<file path="config.mk">
export PLATFORM = sky130hd
export DESIGN_NAME = uart_tx
export DESIGN_NICKNAME = d
export VERILOG_FILES = /design/src/rtl/uart_pkg.sv /design/src/rtl/uart_tx_fifo.sv /design/src/rtl/uart_tx.sv
export SDC_FILE = /design/constraint.sdc
export NUM_CORES = 1
export LEC_CHECK = 0
export ABC_AREA = 1
export BUFFER_PORTS_ARGS = -buffer_cell sky130_fd_sc_hd__buf_4
export CORE_ASPECT_RATIO = 0.8
export CORE_UTILIZATION = 30
export DETAILED_ROUTE_END_ITERATION = 6
export PLACE_DENSITY = 0.56
export SYNTH_ARGS = -nofsm -noshare
export SYNTH_HDL_FRONTEND = slang
export SYNTH_SLANG_ARGS = --single-unit
</file>
<file path="constraint.sdc">
create_clock -name CLK -period 3.1 [get_ports CLK]
set_input_delay 0.465 -clock CLK [delete_from_list [all_inputs] [get_ports CLK]]
set_output_delay 0.465 -clock CLK [all_outputs]
set_load 0.02 [all_outputs]
</file>
<file path="src/rtl/uart_pkg.sv">
// uart_pkg: state encodings and framing constants shared by the UART rx and tx blocks.
package uart_pkg;
    typedef enum logic [1:0] {IDLE, START_BIT, DATA_BITS, STOP_BIT} uart_state_t;
    localparam int CLK_BAUD_DEF = 870;
    localparam int DATA_BITS_N  = 8;
    localparam int FRAME_BITS   = 10;
endpackage

</file>
<file path="src/rtl/uart_tx_fifo.sv">
// uart_tx_fifo: byte FIFO with async reset; pointers wrap modulo DEPTH (power of 2).
module uart_tx_fifo #(
    parameter int DEPTH = 4
) (
    input  logic                   clk,
    input  logic                   rst,
    input  logic                   i_push,
    input  logic                   i_pop,
    input  logic [7:0]             i_data,
    output logic [7:0]             o_data,
    output logic [$clog2(DEPTH):0] o_count,
    output logic                   o_full,
    output logic                   o_empty
);
    localparam int AW = $clog2(DEPTH);
    localparam int CNTW = AW + 1;
    logic [7:0]    r_mem [DEPTH];
    logic [AW-1:0] r_wr;
    logic [AW-1:0] r_rd;
    logic [AW:0]   r_count;
    logic          w_push;
    logic          w_pop;
    assign w_push  = i_push && !o_full;
    assign w_pop   = i_pop && !o_empty;
    assign o_full  = r_count == CNTW'(DEPTH);
    assign o_empty = r_count == '0;
    assign o_count = r_count;
    assign o_data  = r_mem[r_rd];
    always_ff @(posedge clk or posedge rst) begin
        if (rst) begin
            r_wr    <= '0;
            r_rd    <= '0;
            r_count <= '0;
        end else begin
            if (w_push) r_wr <= r_wr + AW'(1);
            if (w_pop) r_rd <= r_rd + AW'(1);
            r_count <= r_count + CNTW'(w_push) - CNTW'(w_pop);
        end
    end
    always_ff @(posedge clk) begin
        if (w_push) r_mem[r_wr] <= i_data;
    end
endmodule

</file>
<file path="src/rtl/uart_tx.sv">
// uart_tx: 8N1 transmitter fed by a small FIFO; frames go out back-to-back while bytes are queued.
module uart_tx
    import uart_pkg::*;
#(
    parameter int CLK_BAUD   = CLK_BAUD_DEF,
    parameter int FIFO_DEPTH = 4
) (
    input  logic       CLK,
    input  logic       RST,
    input  logic [7:0] in_bits,
    input  logic       in_valid,
    output logic       in_ready,
    output logic       TX,
    output logic       busy,
    output logic       tx_done
);
    localparam int CW = $clog2(CLK_BAUD);
    uart_state_t              r_state;
    logic [CW-1:0]            r_cnt;
    logic [2:0]               r_idx;
    logic [7:0]               r_shift;
    logic                     r_tx;
    logic                     r_done;
    logic                     w_full;
    logic                     w_empty;
    logic [$clog2(FIFO_DEPTH):0] w_count;
    logic [7:0]               w_head;
    logic                     w_bit_end;
    logic                     w_pop;
    assign w_bit_end = r_cnt == CW'(CLK_BAUD - 1);
    // Pop on idle or exactly at the stop-bit end so consecutive frames abut.
    assign w_pop     = !w_empty && (r_state == IDLE || (r_state == STOP_BIT && w_bit_end));
    assign in_ready  = !w_full;
    assign busy      = r_state != IDLE || w_count != '0;
    assign TX        = r_tx;
    assign tx_done   = r_done;
    uart_tx_fifo #(.DEPTH(FIFO_DEPTH)) u_fifo (
        .clk(CLK),
        .rst(RST),
        .i_push(in_valid && in_ready),
        .i_pop(w_pop),
        .i_data(in_bits),
        .o_data(w_head),
        .o_count(w_count),
        .o_full(w_full),
        .o_empty(w_empty)
    );
    always_ff @(posedge CLK or posedge RST) begin
        if (RST) begin
            r_state <= IDLE;
            r_cnt   <= '0;
            r_idx   <= '0;
            r_shift <= '0;
            r_tx    <= 1'b1;
            r_done  <= 1'b0;
        end else begin
            r_done <= 1'b0;
            r_cnt  <= w_bit_end ? '0 : r_cnt + CW'(1);
            case (r_state)
                IDLE: begin
                    r_cnt <= '0;
                    r_tx  <= w_empty;
                    if (!w_empty) begin
                        r_shift <= w_head;
                        r_state <= START_BIT;
                    end
                end
                START_BIT: begin
                    if (w_bit_end) begin
                        r_tx    <= r_shift[0];
                        r_idx   <= '0;
                        r_state <= DATA_BITS;
                    end
                end
                DATA_BITS: begin
                    if (w_bit_end) begin
                        if (r_idx == 3'(DATA_BITS_N - 1)) begin
                            r_tx    <= 1'b1;
                            r_state <= STOP_BIT;
                        end else begin
                            r_shift <= r_shift >> 1;
                            r_tx    <= r_shift[1];
                            r_idx   <= r_idx + 3'(1);
                        end
                    end
                end
                STOP_BIT: begin
                    if (w_bit_end) begin
                        r_done  <= 1'b1;
                        r_tx    <= w_empty;
                        r_shift <= w_empty ? r_shift : w_head;
                        r_state <= w_empty ? IDLE : START_BIT;
                    end
                end
                default: begin
                    r_state <= IDLE;
                    r_tx    <= 1'b1;
                end
            endcase
        end
    end
endmodule
</file>
==> metrics.txt <==
die area 10,600 sq um; gpl congestion 0.763; Final #Nets 370; Post-CTS Setup Inserts 0; RSZ-0062 raised after global routing false; RR Endpoint u_fifo.o_count[2]$_DFF_PP0_; Worst R2R Start r_state[0]$_DFFE_PP0P_; initial antenna violation count 0; area of the multi-input gates 1150 sq um; Setup crit start r_state[0]$_DFFE_PP0P_; Sw Pwr 1370 uW; post-synthesis cell area 3070 sq um; Yosys top cell area share 31.3%; PD cells 1020 nW/um^2; CORE AREA 9810 sq um; status complete, no violations; critical path class reg -> reg; Clock Latency Late Sink 0.33 ns; largest net degree at the start of global routing 23; register area 1760 sq um; # rows 32; max cap viols 0; Lkg Pwr 0.00167 uW; vias in the first global route 1,969; R2R Setup Slk 0.73 ns; synthesized net count 348; crit path cell chain inv_1 > ha_1 > inv_1 > nand2_1 > nand2_1 > inv_1 > ha_1 > inv_1 > ha_1 > fa_1 > xor2_1; Yosys top cell by area edfxtp_1; # DRC 0; fraction of layout cells with a size suffix above 1 13.8%; Inserted Clock Buffers 9; Worst Setup Slack, final 0.727 ns; FF-to-FF path depth 11; die height 92.5 um; Setup crit end kind register; cell mode on critical path inv_1; Area growth, synth to finish 19.8%; count of hold-fix buffers inserted at cts 0; ANT cells 0; Clock Pin Slew Worst Setup and Hold Paths 0.05 ns; starting density of the core 31.3%; DR pass1 iterations 4; YS warnings 0; first-pass GRT wire length 9.96 mm; setup violators final 0; final hold slack 0.335 ns; dpl ws 0.733 ns; DP HPWL 4.13 mm; min Tclk post-route 2.37 ns; Yosys reg bits 64; chip width 115 um; CTS max path bufs 2; DRT Wirelength 5.98 mm; CTS tree built; Top FF cell, synth edfxtp_1; Commonest cells post-synth 107 x nand2_1, 32 x edfxtp_1, 31 x dfrtp_1; asr flop ratio synth 50.0%; sequential share of the synthesized area 57.4%; Crit-path slowest cell dfrtp_1; # IOs 15; skew final 0.00440 ns; Post-synth EDFFs 32; wire per inst 12.4 um; worst hold path type in -> async; Post-Route Setup TNS 0 ns; CTS resizes 0; WP buf/inv 4; fmax 0.421 GHz; Required @ worst endpoint 3.31 ns; critical path's largest stage delay 0.43 ns; Placement Cell Area 3330 sq um; max-slew violations 0; Via-to-Cell Ratio 4.29; cells after synthesis 320; Tcrit/Tclk final 76.6%; Internal Power 2370 uW; clock sink count 64; Iter 0 DRT Violations 63; Hold Vio Cnt, Final 0; top cells by area, synth edfxtp_1 31%, dfrtp_1 25%, nand2_1 13%, ha_1 6.5%, nand3_1 4.2%; Critical Path Source Type register; Overall Global Routing Usage 12.7%; Max H-tree Level 3; post-route ant nets 0; post-synthesis cell type count 29; Root Buffer clkbuf_16; Combinational Power Share 34.7%; WP data arrival 2.58 ns; Sw Share 36.6%; IO buf count 14; peak supply drop 0.366 mV; routed vias 2,073; gr ovfl total 0; Flop pwr share 34.3%; worst rel slew slack 38.3%; Worst-Margin Slew 0.922 ns; Finished Core Util 37.5%; Crit path max-delay family adder cells; count leader, synth nand2_1; Design Area, Final 3680 sq um; filler cell count in the final layout 955; syn avg cell area 9.60 sq um; Clock Power Share 31.0%; maximum fanout along the worst path 6
worst max-delay path by stage:
stage / to / slack, ns / cells past startpoint
after floorplan: u_fifo.o_count[2]$_DFF_PP0_ / 0.92 / 11
after global placement: u_fifo.o_count[2]$_DFF_PP0_ / 0.82 / 11
after detailed placement: u_fifo.o_count[2]$_DFF_PP0_ / 0.73 / 11
after CTS: u_fifo.o_count[2]$_DFF_PP0_ / 0.72 / 11
after global routing: u_fifo.o_count[2]$_DFF_PP0_ / 0.51 / 11
final: u_fifo.o_count[2]$_DFF_PP0_ / 0.73 / 11
final cells by class:
type | instances | area share (%)
flip-flops and latches | 64 | 47.9
multi-input cells | 216 | 31.2
clock buffers | 9 | 6.12
well taps | 136 | 4.63
inverters | 35 | 3.57
repair buffers | 16 | 3.27
clock inverters | 7 | 3.23
power by group through the flow:
stage                     combinational (uW)  clock (uW)  sequential (uW)
after floorplan                         1010           0             1250
after global placement                  1280           0             1290
after detailed placement                1300           0             1290
after CTS                               1310        1180             1280
after global routing                    1500        1220             1310
final                                   1300        1160             1280
worst register-to-register path, delay by kind of cell, from the launching register on:
kind / cells / cell delay [ns]
adders and majority gates: 4 / 1.15
buffers and inverters: 4 / 0.32
and+or+nand+nor: 2 / 0.19
DFF: 1 / 0.43
xor gates and xnor gates: 1 / 0.17
cell usage in the layout, fill, tap and decap left out, drive strengths merged:
cell / n
dfrtp: 31
nor3b: 4
a21oi: 5
xnor2: 2
xor2: 6
clkinv: 2
nand3b: 1
ha: 16
nand4: 4
o21ai: 10
bufinv: 3
inv: 36
clkinvlp: 1
o211ai: 1
nor3: 1
clkbuf: 9
dfstp: 1
buf: 16
fa: 1
nand2: 112
edfxtp: 32
nand3: 27
nor2: 25
and2: 1
per-layer routing:
metal	part of all wire [%]	global-route usage, %	vias to the layer above	routed length, um
li1	-	-	1079	-
met1	51	17.8	957	3060
met2	43	18.2	30	2580
met3	4.1	3.40	7	247
met4	1.6	5.52	0	95
met5	0	0	-	0
flip-flops by register name, indices dropped and copies added (netlist names):
signal,count
u_fifo.r_rd,2
tx_done,1
TX,1
u_fifo.r_wr,2
u_fifo.r_mem,32
u_fifo.o_count,3
r_cnt,10
r_shift,8
r_idx,3
r_state,2
logic make-up (layout without fill, tap and decap cells):
kind of cell | Yosys count | count (layout) | synth area share, %
AO/OA/AOI/OAI | 16 | 16 | 3.18
XOR/XNOR | 8 | 8 | 2.28
adder cells (fa/ha/maj) | 17 | 17 | 7.17
buffers and inverters | 40 | 67 | 5.18
flip-flops | 64 | 64 | 57.4
AND/OR/NAND/NOR | 175 | 175 | 24.8
through the flow:
stage	instances	power, uW
2_1_floorplan	320	2260
4_1_cts	483	3770
3_3_place_gp	467	2560
5_1_grt	483	4030
6_report	483	3740
3_5_place_dp	467	2600
Note: power is estimated with default switching activity, not from simulation.
